File: src/rtl/mole_game_core_if.sv
// Bus interface for mole_game_core.
//   master: start, spawn_tick, switches out; moles, moles_on, points, hits, misses, active, round_done in
//   slave : mirror of master (the core side)
interface mole_game_core_if #(
  parameter int unsigned N_HOLES = 16,
  parameter int unsigned SCORE_W = 11
) ();
  logic               start;
  logic               spawn_tick;
  logic [N_HOLES-1:0] switches;
  logic [N_HOLES-1:0] moles;
  logic [4:0]         moles_on;
  logic [SCORE_W-1:0] points;
  logic [7:0]         hits;
  logic [7:0]         misses;
  logic               active;
  logic               round_done;

  modport master (
    output start, spawn_tick, switches,
    input  moles, moles_on, points, hits, misses, active, round_done
  );

  modport slave (
    input  start, spawn_tick, switches,
    output moles, moles_on, points, hits, misses, active, round_done
  );
endinterface

File: src/rtl/mole_game_core.sv
// Whack-a-mole round engine: LFSR mole spawning, mole ageing on spawn_tick,
// switch-toggle hit detection, saturating score/hit/miss counters, round timer.
// Ports:
//   clk_500hz  game clock, all logic on posedge
//   rst_game   synchronous active-high reset
//   bus        mole_game_core_if.slave: start, spawn_tick, switches in;
//              moles, moles_on (popcount of moles), points, hits, misses,
//              active, round_done out
// Build option: define MOLE_PENALTY_EN to charge -1 point (and a miss) for every
// whack on an unlit hole and every expiry; otherwise only expiries count as misses.
module mole_game_core #(
  parameter int unsigned N_HOLES     = 16,
  parameter int unsigned MAX_MOLES   = 4,
  parameter int unsigned MOLE_LIFE   = 3,
  parameter int unsigned ROUND_TICKS = 30,
  parameter int unsigned SCORE_W     = 11,
  parameter int unsigned HIT_POINTS  = 1,
  parameter logic [15:0] LFSR_SEED   = 16'hACE1
) (
  input  logic              clk_500hz,
  input  logic              rst_game,
  mole_game_core_if.slave   bus
);

  localparam int unsigned AGE_W  = (MOLE_LIFE > 1) ? $clog2(MOLE_LIFE + 1) : 1;
  localparam int unsigned TICK_W = (ROUND_TICKS > 1) ? $clog2(ROUND_TICKS + 1) : 1;
  localparam int unsigned CNT_W  = 5;
  localparam int unsigned SUM_W  = SCORE_W + 5;

  localparam logic [1:0] S_IDLE = 2'd0;
  localparam logic [1:0] S_PLAY = 2'd1;
  localparam logic [1:0] S_DONE = 2'd2;

  localparam logic [SCORE_W-1:0] SCORE_MAX = '1;
  localparam logic [TICK_W-1:0]  TICK_LAST = TICK_W'(ROUND_TICKS - 1);
  localparam logic [AGE_W-1:0]   AGE_LAST  = AGE_W'(MOLE_LIFE - 1);

  logic [1:0]                    state_q, state_d;
  logic [N_HOLES-1:0]            moles_q, moles_d;
  logic [N_HOLES-1:0][AGE_W-1:0] ages_q, ages_d;
  logic [SCORE_W-1:0]            points_q, points_d;
  logic [7:0]                    hits_q, hits_d;
  logic [7:0]                    misses_q, misses_d;
  logic                          active_q, active_d;
  logic                          round_done_q, round_done_d;
  logic [N_HOLES-1:0]            sw_last_q, sw_last_d;
  logic [15:0]                   lfsr_q, lfsr_d;
  logic [TICK_W-1:0]             tick_cnt_q, tick_cnt_d;

  logic [N_HOLES-1:0]    whack_c, hit_c, exp_c;
  logic [CNT_W-1:0]      moles_on_c, hit_n_c, exp_n_c, pen_n_c, miss_n_c;
  logic                  room_c, go_play_c;
  logic signed [SUM_W-1:0] sum_c;
  logic [SCORE_W-1:0]    points_cl_c;
  logic [8:0]            hits_sum_c, miss_sum_c;
  logic [7:0]            hits_sat_c, miss_sat_c;

  // Per-hole events against pre-edge moles; an expiring hole that is also whacked counts as a hit.
  always_comb begin
    whack_c    = bus.switches ^ sw_last_q;
    hit_c      = '0;
    exp_c      = '0;
    moles_on_c = '0;
    hit_n_c    = '0;
    exp_n_c    = '0;
    for (int i = 0; i < int'(N_HOLES); i++) begin
      hit_c[i]   = moles_q[i] & whack_c[i];
      exp_c[i]   = moles_q[i] & ~whack_c[i] & bus.spawn_tick & (ages_q[i] == AGE_LAST);
      moles_on_c = moles_on_c + CNT_W'(moles_q[i]);
      hit_n_c    = hit_n_c + CNT_W'(hit_c[i]);
      exp_n_c    = exp_n_c + CNT_W'(exp_c[i]);
    end
  end

`ifdef MOLE_PENALTY_EN
  logic [CNT_W-1:0] unlit_n_c;

  // Whacks on dark holes are penalised.
  always_comb begin
    unlit_n_c = '0;
    for (int i = 0; i < int'(N_HOLES); i++) begin
      unlit_n_c = unlit_n_c + CNT_W'(~moles_q[i] & whack_c[i]);
    end
    pen_n_c  = unlit_n_c + exp_n_c;
    miss_n_c = unlit_n_c + exp_n_c;
  end
`else
  // Only expiries are misses; nothing costs points.
  always_comb begin
    pen_n_c  = '0;
    miss_n_c = exp_n_c;
  end
`endif

  // Score delta summed wide and signed, clamped once; counters saturate at 255.
  always_comb begin
    room_c = (moles_on_c - hit_n_c - exp_n_c) < CNT_W'(MAX_MOLES);
    sum_c  = SUM_W'(points_q) + SUM_W'(hit_n_c) * SUM_W'(HIT_POINTS) - SUM_W'(pen_n_c);
    if (sum_c[SUM_W-1]) begin
      points_cl_c = '0;
    end else if (sum_c[SUM_W-2:SCORE_W] != '0) begin
      points_cl_c = SCORE_MAX;
    end else begin
      points_cl_c = sum_c[SCORE_W-1:0];
    end
    hits_sum_c = 9'(hits_q) + 9'(hit_n_c);
    miss_sum_c = 9'(misses_q) + 9'(miss_n_c);
    hits_sat_c = hits_sum_c[8] ? 8'hFF : hits_sum_c[7:0];
    miss_sat_c = miss_sum_c[8] ? 8'hFF : miss_sum_c[7:0];
  end

  // Next-state and datapath update.
  always_comb begin
    state_d      = state_q;
    moles_d      = moles_q;
    ages_d       = ages_q;
    points_d     = points_q;
    hits_d       = hits_q;
    misses_d     = misses_q;
    tick_cnt_d   = tick_cnt_q;
    round_done_d = 1'b0;
    go_play_c    = 1'b0;
    sw_last_d    = bus.switches;
    // Galois LFSR, x^16+x^14+x^13+x^11+1, free-running
    lfsr_d       = {1'b0, lfsr_q[15:1]} ^ (lfsr_q[0] ? 16'hB400 : 16'h0000);

    case (state_q)
      S_PLAY: begin
        if (bus.start) begin
          go_play_c = 1'b1;
        end else begin
          for (int i = 0; i < int'(N_HOLES); i++) begin
            if (hit_c[i] || exp_c[i]) begin
              moles_d[i] = 1'b0;
              ages_d[i]  = '0;
            end else if (moles_q[i] && bus.spawn_tick) begin
              ages_d[i] = ages_q[i] + AGE_W'(1);
            end else if (bus.spawn_tick && room_c && !moles_q[i] && !whack_c[i] &&
                         (lfsr_q[3:0] == 4'(i))) begin
              moles_d[i] = 1'b1;
              ages_d[i]  = '0;
            end
          end
          points_d = points_cl_c;
          hits_d   = hits_sat_c;
          misses_d = miss_sat_c;
          if (bus.spawn_tick) begin
            if (tick_cnt_q == TICK_LAST) begin
              state_d      = S_DONE;
              round_done_d = 1'b1;
              moles_d      = '0;
              ages_d       = '0;
            end else begin
              tick_cnt_d = tick_cnt_q + TICK_W'(1);
            end
          end
        end
      end
      S_IDLE, S_DONE: begin
        moles_d = '0;
        ages_d  = '0;
        if (bus.start) begin
          go_play_c = 1'b1;
        end
      end
      default: begin
        state_d = S_IDLE;
        moles_d = '0;
        ages_d  = '0;
      end
    endcase

    // Round (re)start wipes play state in the same cycle, swallowing any whack.
    if (go_play_c) begin
      state_d    = S_PLAY;
      moles_d    = '0;
      ages_d     = '0;
      points_d   = '0;
      hits_d     = '0;
      misses_d   = '0;
      tick_cnt_d = '0;
    end

    active_d = (state_d == S_PLAY);
  end

  // State registers.
  always_ff @(posedge clk_500hz) begin
    if (rst_game) begin
      state_q      <= S_IDLE;
      moles_q      <= '0;
      ages_q       <= '0;
      points_q     <= '0;
      hits_q       <= '0;
      misses_q     <= '0;
      active_q     <= 1'b0;
      round_done_q <= 1'b0;
      sw_last_q    <= bus.switches;
      lfsr_q       <= LFSR_SEED;
      tick_cnt_q   <= '0;
    end else begin
      state_q      <= state_d;
      moles_q      <= moles_d;
      ages_q       <= ages_d;
      points_q     <= points_d;
      hits_q       <= hits_d;
      misses_q     <= misses_d;
      active_q     <= active_d;
      round_done_q <= round_done_d;
      sw_last_q    <= sw_last_d;
      lfsr_q       <= lfsr_d;
      tick_cnt_q   <= tick_cnt_d;
    end
  end

  assign bus.moles      = moles_q;
  assign bus.moles_on   = moles_on_c;
  assign bus.points     = points_q;
  assign bus.hits       = hits_q;
  assign bus.misses     = misses_q;
  assign bus.active     = active_q;
  assign bus.round_done = round_done_q;

endmodule

File: src/flat_wrapper.sv
// flat-port wrapper written by rule: the top's interface ports become plain ports
module mole_game_core_flat 
#(
  parameter int unsigned N_HOLES     = 16,
  parameter int unsigned MAX_MOLES   = 4,
  parameter int unsigned MOLE_LIFE   = 3,
  parameter int unsigned ROUND_TICKS = 30,
  parameter int unsigned SCORE_W     = 11,
  parameter int unsigned HIT_POINTS  = 1,
  parameter logic [15:0] LFSR_SEED   = 16'hACE1
)
  (clk_500hz, rst_game, bus_start, bus_spawn_tick, bus_switches, bus_moles, bus_moles_on, bus_points, bus_hits, bus_misses, bus_active, bus_round_done);
  mole_game_core_if #(.N_HOLES(N_HOLES), .SCORE_W(SCORE_W)) bus_i ();
  input  logic clk_500hz;
  input  logic rst_game;
  input wire logic [$bits(bus_i.start)-1:0] bus_start;
  input wire logic [$bits(bus_i.spawn_tick)-1:0] bus_spawn_tick;
  input wire logic [$bits(bus_i.switches)-1:0] bus_switches;
  output wire logic [$bits(bus_i.moles)-1:0] bus_moles;
  output wire logic [$bits(bus_i.moles_on)-1:0] bus_moles_on;
  output wire logic [$bits(bus_i.points)-1:0] bus_points;
  output wire logic [$bits(bus_i.hits)-1:0] bus_hits;
  output wire logic [$bits(bus_i.misses)-1:0] bus_misses;
  output wire logic [$bits(bus_i.active)-1:0] bus_active;
  output wire logic [$bits(bus_i.round_done)-1:0] bus_round_done;
  assign bus_i.start = bus_start;
  assign bus_i.spawn_tick = bus_spawn_tick;
  assign bus_i.switches = bus_switches;
  assign bus_moles = bus_i.moles;
  assign bus_moles_on = bus_i.moles_on;
  assign bus_points = bus_i.points;
  assign bus_hits = bus_i.hits;
  assign bus_misses = bus_i.misses;
  assign bus_active = bus_i.active;
  assign bus_round_done = bus_i.round_done;
  mole_game_core #(.N_HOLES(N_HOLES), .MAX_MOLES(MAX_MOLES), .MOLE_LIFE(MOLE_LIFE), .ROUND_TICKS(ROUND_TICKS), .SCORE_W(SCORE_W), .HIT_POINTS(HIT_POINTS), .LFSR_SEED(LFSR_SEED)) u_core (.clk_500hz(clk_500hz), .rst_game(rst_game), .bus(bus_i));
endmodule
File: config.mk
export PLATFORM = sky130hd
export DESIGN_NAME = mole_game_core_flat
export DESIGN_NICKNAME = d
export VERILOG_FILES = /design/src/rtl/mole_game_core_if.sv /design/src/rtl/mole_game_core.sv /design/src/flat_wrapper.sv
export SDC_FILE = /design/constraint.sdc
export NUM_CORES = 1
export LEC_CHECK = 0
export ABC_AREA = 1
export ABC_CLOCK_PERIOD_IN_PS = 8350
export CORE_ASPECT_RATIO = 1.5
export CORE_MARGIN = 1.5
export CORE_UTILIZATION = 55
export CTS_BUF_LIST = sky130_fd_sc_hd__clkbuf_4 sky130_fd_sc_hd__clkbuf_8
export DETAILED_ROUTE_END_ITERATION = 16
export GPL_ROUTABILITY_DRIVEN = 0
export PLACE_DENSITY_LB_ADDON = 0.2
export SYNTH_ARGS = -nofsm -noshare
export SYNTH_HDL_FRONTEND = slang
export SYNTH_SLANG_ARGS = --single-unit
File: constraint.sdc
create_clock -name clk_500hz -period 8.35 [get_ports clk_500hz]
set_input_delay 1.2525 -clock clk_500hz [delete_from_list [all_inputs] [get_ports clk_500hz]]
set_output_delay 1.2525 -clock clk_500hz [all_outputs]
set_load 0.02 [all_outputs]
# Word-level counts from Yosys, hierarchy flattened
# Cells that the tools add are included.
# Widths: inputs -> output; s select.
[word_totals]
ff_bits = 116
input_bits = 20
word_cells = 451
[classes]
n_addsub = 67
n_lt_le_gt_ge = 1
n_eq_ne = 35
n_mux = 113
n_bitwise = 86
n_reduce_logical = 123
[op_table]
columns = ["cell", "n"]
rows = [
  ["$add 5x1->5", 42],
  ["$mux 2", 52],
  ["$logic_and 1x1->1", 65],
  ["$and 1x1->1", 64],
  ["$mux 32", 2],
  ["$mux 1", 51],
  ["$mux 16", 3],
  ["$eq 2x2->1 const B", 17],
  ["$add 2x1->2 const B", 16],
  ["$eq 4x4->1 const B", 8],
  ["$logic_not 1->1", 32],
  ["$mux 11", 2],
  ["$not 1->1", 20],
  ["$add 8x5->9", 2],
  ["$eq 4x3->1 const B", 4],
  ["$logic_or 1x1->1", 16],
  ["$mux 8", 2],
  ["$xor 15x16->16", 1],
  ["$xor 16x16->16", 1],
  ["$add 11x5->12", 1],
  ["$sub 5x5->5", 2],
  ["$eq 4x2->1 const B", 2],
  ["$add 1x1->2", 3],
  ["$reduce_or 3->1", 2],
  ["other kinds (13)", 15],
]

# Depth between registers and ports, before layout
# Gate-level depths: netlist (run 1).
[logic_depth]
ltp_word = 31
ltp_mapped = 33
mapped_depth_nobuf = 31

# Worst setup path after synthesis (run 1)
# OpenSTA, ideal clock, no wires.
[synth_path]
kind = "input-to-reg"
startpoint = "input port bus_spawn_tick"
endpoint = "register u_core.ages_q[28] (netlist name)"
setup_time_ns = 0.123
arrival_ns = 6.817
required_ns = 8.227
path_slack_ns = 1.409
cell_stages = 27
path_buffers = 2
path_cell_list = "buf_2 -> nand2_1 -> inv_1 -> nand3b_1 -> inv_1 -> ha_1 -> inv_1 -> fa_1 -> fa_1 -> fa_1 -> fa_1 -> fa_1 -> fa_1 -> xnor2_1 -> fa_1 -> inv_1 -> ha_1 -> inv_1 -> o211ai_1 -> nand2_1 -> nor2_4 -> buf_12 -> nand3_4 -> nand2_1 -> nand2_1 -> nand2_1 -> a21oi_2"
[synth_between]
elab_chain_len = 28
word_cells_on_any_way = 60
classes_between = "16 x add/sub; 1 x order compare; 5 x mux; 32 x bitwise; 6 x reduce/logical"
[synth_rtl]
columns = ["item", "line_no", "rtl"]
rows = [
  ["start: declaration", "flat_wrapper.sv:17", "input wire logic [$bits(bus_i.spawn_tick)-1:0] bus_spawn_tick;"],
  ["$and 1x1->1 (2 in a row)", "mole_game_core.sv:68", "exp_c[i] = moles_q[i] & ~whack_c[i] & bus.spawn_tick & (ages_q[i] == AGE_LAST);"],
  ["$add 1x1->2", "mole_game_core.sv:71", "exp_n_c = exp_n_c + CNT_W'(exp_c[i]);"],
  ["$add 5x1->5 (14 in a row)", "mole_game_core.sv:71", ""],
  ["$sub 5x5->5", "mole_game_core.sv:97", "room_c = (moles_on_c - hit_n_c - exp_n_c) < CNT_W'(MAX_MOLES);"],
  ["$lt 5x3->1", "mole_game_core.sv:97", ""],
  ["$logic_and 1x1->1 (4 in a row)", "mole_game_core.sv:138", "end else if (bus.spawn_tick && room_c && !moles_q[i] && !whack_c[i] &&"],
  ["$mux 2", "mole_game_core.sv:138", ""],
  ["$mux 2", "mole_game_core.sv:136", "end else if (moles_q[i] && bus.spawn_tick) begin"],
  ["$mux 2", "mole_game_core.sv:133", "if (hit_c[i] || exp_c[i]) begin"],
  ["$mux 32", "mole_game_core.sv:148", "if (tick_cnt_q == TICK_LAST) begin"],
  ["$mux 32 (*)", "mole_game_core.sv:147", "if (bus.spawn_tick) begin"],
  ["end signal: assignment", "mole_game_core.sv:204", "ages_q <= ages_d;"],
  ["end: declaration", "mole_game_core.sv:40", "logic [N_HOLES-1:0][AGE_W-1:0] ages_q, ages_d;"],
]
# Every way passes the cells marked *; elsewhere a longest branch is shown, timed or not.
# A chain may end at the register's enable or synchronous reset.

# Worst setup path after layout (run 1)
[layout_path]
startpoint = "input port bus_switches[0]"
endpoint = "register u_core.ages_q[20] (netlist name)"
[layout_between]
elab_chain_len = 31
word_cells_on_any_way = 48
classes_between = "32 x add/sub; 1 x order compare; 5 x mux; 6 x bitwise; 4 x reduce/logical"
[layout_rtl]
columns = ["item", "line_no", "rtl"]
rows = [
  ["start: declaration", "flat_wrapper.sv:18", "input wire logic [$bits(bus_i.switches)-1:0] bus_switches;"],
  ["$xor 16x16->16 (*)", "mole_game_core.sv:60", "whack_c = bus.switches ^ sw_last_q;"],
  ["parallel branches: the longest is 19 deep, another holds $add 5x1->5", "n/a", ""],
  ["$sub 5x5->5 (*)", "mole_game_core.sv:97", ""],
  ["$lt 5x3->1 (*)", "mole_game_core.sv:97", ""],
  ["$logic_and 1x1->1 (*) (4 in a row)", "mole_game_core.sv:138", ""],
  ["$mux 2 (*)", "mole_game_core.sv:138", ""],
  ["$mux 2 (*)", "mole_game_core.sv:136", ""],
  ["$mux 2 (*)", "mole_game_core.sv:133", ""],
  ["$mux 32", "mole_game_core.sv:148", ""],
  ["$mux 32 (*)", "mole_game_core.sv:147", ""],
]
# Every way passes the cells marked *.

==> results of run 1 <==
## cell usage after synthesis (2+ instances only)
master and count:
buf_2 9, or2_2 4, xnor2_1 6, nand3_4 8
o211ai_1 3, o21bai_1 3, o21ai_0 27, xor2_1 28
or2_1 5, nand2_1 269, ha_1 53, nor4_1 17
clkbuf_1 13, a21oi_2 17, inv_1 158, nand3_2 4
nor3_1 12, a21oi_1 86, nand3b_1 16, dfxtp_1 116
nand4_1 5, o211a_1 2, a21o_1 2, nor2_2 2
a31oi_1 6, nand2_2 3, nand3_1 38, fa_1 35
and3_1 10, nor2_1 38, o21ai_2 8
## path summary, 6_finish.rpt
path	start	to	slack, ns	depth (start not counted)
worst max-delay path	bus_switches[0]	u_core.ages_q[20]	0.83	26
worst min-delay path	u_core.lfsr_q[9]	u_core.lfsr_q[8]	0.41	2
worst max register to register	u_core.sw_last_q[0]	u_core.ages_q[20]	1.82	25
worst min register to register	u_core.lfsr_q[9]	u_core.lfsr_q[8]	0.41	2
## kinds of logic after synthesis
logic type,count (synthesis)
simple gates,434
fa+ha+maj,88
buf+inv,183
xor+xnor,34
flops,116
compound gates,157
## power by group through the flow
stage / Sequential, uW / Clock [uW] / Combinational [uW]
after floorplan: 582 / 0 / 48.8
after global placement: 581 / 0 / 78.6
after detailed placement: 581 / 0 / 78.9
after CTS: 569 / 576 / 79.3
after global routing: 570 / 600 / 86.8
final: 569 / 569 / 79.4
## registers in the layout, summed over array words and instances (netlist names)
signal / flops
u_core.bus.points: 11
u_core.bus.misses: 8
u_core.ages_q: 32
u_core.lfsr_q: 16
u_core.bus.moles: 16
u_core.state_q: 2
u_core.bus.active: 1
u_core.tick_cnt_q: 5
u_core.bus.hits: 8
u_core.bus.round_done: 1
u_core.sw_last_q: 16
## worst reg2reg max path: cells and delay by family, from the launching register on
family | cells | cell delay [ns]
AOI/OAI and AO/OA | 2 | 0.22
buffers and inverters | 5 | 0.50
DFF | 1 | 0.32
adders and majority gates | 9 | 4.02
and+or+nand+nor | 7 | 0.91
xor gates and xnor gates | 2 | 0.42
## stage by stage
| step | cells | util (%) |
|---|---|---|
| after floorplan | 1012 | - |
| after global placement | 1227 | 62.6 |
| final | 1259 | 65.8 |
| after CTS | 1259 | 65.8 |
| after detailed placement | 1227 | 62.6 |
| after global routing | 1259 | 65.8 |
## layout make-up
class                           instances  area, sq um
Multi-Input combinational cell        713         4600
Clock inverter                         13          171
Clock buffer                           19          262
Fill cell                            1207         4630
Inverter                              159          597
Sequential cell                       116         2320
Tap cell                              162          203
Timing Repair Buffer                   77          746
## metal layers
metal / track usage [%] / vias up / wire [um]
met5: 0 / - / 0
met4: 10.4 / 0 / 523
met3: 4.16 / 43 / 704
met2: 47.4 / 172 / 9410
met1: 29.1 / 3095 / 7360
li1: - / 3402 / -
==> flow_metrics.env, run 1 <==
export IMPL_yosysUniqueCellTypes=40
export IMPL_hold_violations=0
export IMPL_grt_pass1_vias=6335
export IMPL_ctsResizeCount=0
export IMPL_dieArea_sq_um=14600
export IMPL_placedInstanceArea_sq_um=8470
export IMPL_antenna_found_initial=0
export IMPL_dr_pass1_iters=5
export IMPL_synth_xor_area_share_pct=3.89
export IMPL_setup_tns_ns=0
export IMPL_synth_top_family_by_area="simple AND/OR/NAND/NOR gates"
export IMPL_synth_ff_type="dfxtp_1"
export IMPL_mappedNetlistArea_sq_um=7650
export IMPL_die_y_um=147
export IMPL_p_comb_share_pct=6.5
export IMPL_seq_area_frac_synth_pct=30.3
export IMPL_leakage_uw=0.00416
export IMPL_drive_above_1_share_pct=8.30
export IMPL_routed_via_density=5.33
export IMPL_synth_edf_count=0
export IMPL_grt_overflow=0
export IMPL_cts_buffers=17
export IMPL_clk_pin_slew_ns=0.08
export IMPL_yosysTopAreaCell="dfxtp_1"
export IMPL_finalClockSkew_ns=0.0142
export IMPL_cp_data_required_time_ns=8.65
export IMPL_startpoint_type="input pin"
export IMPL_final_common_cell="nand2_1"
export IMPL_cts_htree_levels=4
export IMPL_fp_dieW_um=99.3
export IMPL_cts_root_buf="clkbuf_8"
export IMPL_cp_top_family="adder cells"
export IMPL_tightest_slew_ns=1.04
export IMPL_synth_area_mux_share_pct=0
export IMPL_rsz0062_at_grt="no"
export IMPL_finalInstanceArea_sq_um=8900
export IMPL_drt_initial_drc_count=294
export IMPL_postCtsSetupRepairBufs=0
export IMPL_grt_usage_pct=25.7
export IMPL_internal_power_uw=907
export IMPL_crit_path_frequent_cell="fa_1"
export IMPL_critPathKind="input pin to register"
export IMPL_wirelength_um=18000
export IMPL_cts_tree="done"
export IMPL_slew_viol_final=0
export IMPL_synthAdderAreaFrac_pct=17.8
export IMPL_io_buffers=69
export IMPL_layout_common_cells="nand2_1, inv_1, dfxtp_1, a21oi_1, clkdlybuf4s50_1"
export IMPL_ys_ff_latch=116
export IMPL_wl_per_cell_um=14.3
export IMPL_io_pins=70
export IMPL_nets=1192
export IMPL_fmaxAchievable_mhz=133
export IMPL_cp_buffers_inverters=6
export IMPL_syn_num_nets=1120
export IMPL_clk_latency_ns=0.45
export IMPL_powerDensity_nw_per_um2=137
export IMPL_clk_path_buf_depth=2
export IMPL_pwr_share_clk_pct=46.7
export IMPL_grt_max_degree=45
export IMPL_synth_top_area_share_pct=30.3
export IMPL_slew_headroom_pct=30.1
export IMPL_ctsHoldBuffers=0
export IMPL_switching_share_pct=25.5
export IMPL_finalCritPeriodShare_pct=90.0
export IMPL_pre_cts_slack_ns=0.402
export IMPL_async_reset_ff_share_pct=0
export IMPL_grt_pass1_wl_um=29800
export IMPL_status="finished, final reports clean"
export IMPL_placementRows=52
export IMPL_holdWs_ns=0.411
export IMPL_drc=0
export IMPL_synth_area_leaders="dfxtp_1, nand2_1, fa_1, ha_1, inv_1"
export IMPL_start_util_pct=56.5
export IMPL_min_period_ns=7.52
export IMPL_ir_drop_v=0.000103
export IMPL_synth_avg_cell_area_sq_um=7.56
export IMPL_fin_ws_ns=0.831
export IMPL_coreArea_sq_um=13500
export IMPL_area_growth_pct=16.4
export IMPL_cp_arrival_ns=7.82
export IMPL_critPathMaxFanout=10
export IMPL_cap_violations=0
export IMPL_crit_path_top_delay_cell="fa_1"
export IMPL_ant_nets=0
export IMPL_worstHoldPathType="register to register"
export IMPL_ys_warn_count=0
export IMPL_synthSimpleGateAreaFrac_pct=26.4
export IMPL_n_antenna_cell=0
export IMPL_synth_compound_area_share_pct=12.1
export IMPL_synth_cells=1012
export IMPL_cp_end_kind="register"
export IMPL_cts_sinks=116
export IMPL_power_uw=1220
export IMPL_switching_power_uw=310
export IMPL_setup_viol=0
export IMPL_vias=6712
export IMPL_crit_path_max_incr_delay_ns=0.52
export IMPL_seq_power_share_pct=46.7
export IMPL_hpwl_um=13400
(Power assumes the default switching activity.)
==> inputs of run 2 (changes only) <==
- SKIP_LAST_GASP: unset -> 1
- TNS_END_PERCENT: unset -> 50
==> results of run 2 <==
Final layout, timing and power as in run 1 (identical DEF).
==> inputs of run 3 (changes only) <==
- CELL_PAD_IN_SITES_DETAIL_PLACEMENT: unset -> 1
- CELL_PAD_IN_SITES_GLOBAL_PLACEMENT: unset -> 1
- CORE_UTILIZATION: 55 -> 44
==> flow_metrics.env, run 3 (same netlist as run 1, synthesis figures left out) <==
export IMPL_status="finished, final reports clean"
export IMPL_placementRows=58
export IMPL_dr_pass1_iters=6
export IMPL_multi_input_area_sq_um=4610
export IMPL_min_period_ns=7.63
export IMPL_crit_path_max_incr_delay_ns=0.53
export IMPL_nets=1195
export IMPL_wirelength_um=21500
export IMPL_area_growth_pct=17.9
export IMPL_slew_headroom_pct=36.5
export IMPL_setup_tns_ns=0
export IMPL_cp_end_kind="register"
export IMPL_clk_latency_ns=0.46
export IMPL_drt_initial_drc_count=234
export IMPL_drive_above_1_share_pct=8.64
export IMPL_worstHoldEndpoint="u_core.lfsr_q[14]"
export IMPL_cts_buffers=17
export IMPL_fp_dieW_um=111
export IMPL_hpwl_um=16200
export IMPL_clk_pin_slew_ns=0.08
export IMPL_routed_via_density=5.27
export IMPL_hold_violations=0
export IMPL_grt_usage_pct=24.5
export IMPL_rr_startpoint="u_core.sw_last_q[0]"
export IMPL_ant_nets=0
export IMPL_io_buffers=69
export IMPL_hp_start="u_core.lfsr_q[15]"
export IMPL_cts_htree_levels=4
export IMPL_fmaxAchievable_mhz=131
export IMPL_leakage_uw=0.00419
export IMPL_layout_common_cells="nand2_1, inv_1, dfxtp_1, a21oi_1, clkdlybuf4s50_1"
export IMPL_worstHoldPathType="register to register"
export IMPL_cp_buffers_inverters=6
export IMPL_seqCellArea_sq_um=2320
export IMPL_coreArea_sq_um=16900
export IMPL_rr_endpoint="u_core.ages_q[18]"
export IMPL_cp_arrival_ns=7.95
export IMPL_drc=0
export IMPL_top_register="u_core.ages_q"
export IMPL_cts_tree="done"
export IMPL_final_common_cell="nand2_1"
export IMPL_cts_sinks=116
export IMPL_grt_pass1_vias=7376
export IMPL_finalCritPeriodShare_pct=91.4
export IMPL_startpoint_type="input pin"
export IMPL_filler_cell_count=2169
export IMPL_crit_path_frequent_cell="fa_1"
export IMPL_tightest_slew_ns=0.952
export IMPL_crit_path_top_delay_cell="fa_1"
export IMPL_n_antenna_cell=0
export IMPL_rsz0062_at_grt="no"
export IMPL_rrSetupSlack_ns=1.69
export IMPL_critPathKind="input pin to register"
export IMPL_start_util_pct=45.3
export IMPL_clk_path_buf_depth=2
export IMPL_min_path_cells=2
export IMPL_cts_root_buf="clkbuf_8"
export IMPL_grt_overflow=0
export IMPL_dieArea_sq_um=18200
export IMPL_antenna_found_initial=0
export IMPL_postCtsSetupRepairBufs=0
export IMPL_grt_max_degree=45
export IMPL_cap_violations=0
export IMPL_slew_viol_final=0
export IMPL_io_pins=70
export IMPL_ir_drop_v=0.0000809
export IMPL_cp_data_required_time_ns=8.66
export IMPL_largest_reg_flops=32
export IMPL_setup_viol=0
export IMPL_ctsResizeCount=0
export IMPL_grt_pass1_wl_um=35300
export IMPL_reg2reg_depth=25
export IMPL_powerDensity_nw_per_um2=140
export IMPL_die_y_um=165
export IMPL_vias=6903
export IMPL_critPathMaxFanout=10
export IMPL_holdWs_ns=0.408
export IMPL_cp_top_family="adder cells"
export IMPL_finalClockSkew_ns=0.0122
export IMPL_ctsHoldBuffers=0
export IMPL_wl_per_cell_um=16.4
==> run 3: cell types whose count changed in the layout (fill, tap and decap cells not counted), sizes merged <==
cell	change
inv	+2
clkinv	-1
buf	+3
bufinv	+1
clkbuf	-2
==> run 3: through the flow <==
stage	power [uW]	setup WS, ns	util [%]	area [sq um]	cells
after global placement	664	0.519	50.7	8570	1278
after CTS	1280	0.746	53.4	9020	1310
after global routing	1300	0.429	53.4	9020	1310
final	1260	0.718	53.4	9020	1310
after floorplan	630	1.41	-	7650	1012
after detailed placement	665	0.374	50.7	8570	1278
==> run 3: layer usage <==
metal | GRT usage (%) | part of all wire [%]
met3 | 3.41 | 2.1
met1 | 25.6 | 40
met4 | 12.0 | 3.5
met5 | 0 | 0
met2 | 47.8 | 55
==> run 3: worst max-delay path by stage <==
stage	end	start	depth (start not counted)	slack, ns
6_report	u_core.ages_q[18]	bus_switches[0]	26	0.72
5_1_grt	u_core.ages_q[18]	bus_switches[0]	26	0.43
4_1_cts	u_core.ages_q[18]	bus_switches[0]	26	0.75
3_5_place_dp	u_core.ages_q[27]	bus_switches[1]	26	0.37
3_3_place_gp	u_core.ages_q[15]	bus_switches[1]	26	0.52
2_1_floorplan	u_core.ages_q[28]	bus_spawn_tick	27	1.41
==> run 3: cell type report <==
type | count | share of cell area [%]
repair buffers | 80 | 8.65
multi-input cells | 713 | 51.1
inverters | 159 | 6.61
flip-flops and latches | 116 | 25.7
clock inverters | 15 | 2.43
clock buffers | 17 | 2.59
well taps | 210 | 2.91
==> run 3: power breakdown <==
group	switching, uW	internal (uW)	leakage, uW
clock	277	334	0.000222
sequential	4.99	564	0.000946
combinational	54.7	28.7	0.00302
==> run 3: worst register-to-register path: cells and delay by family (launching register included) <==
kind	cells	cell delay, ns
adder cells (fa/ha/maj)	9	4.07
AND/OR/NAND/NOR	7	0.96
buffers and inverters	5	0.47
XOR/XNOR	2	0.44
flip-flops	1	0.33
AO/OA/AOI/OAI	2	0.25
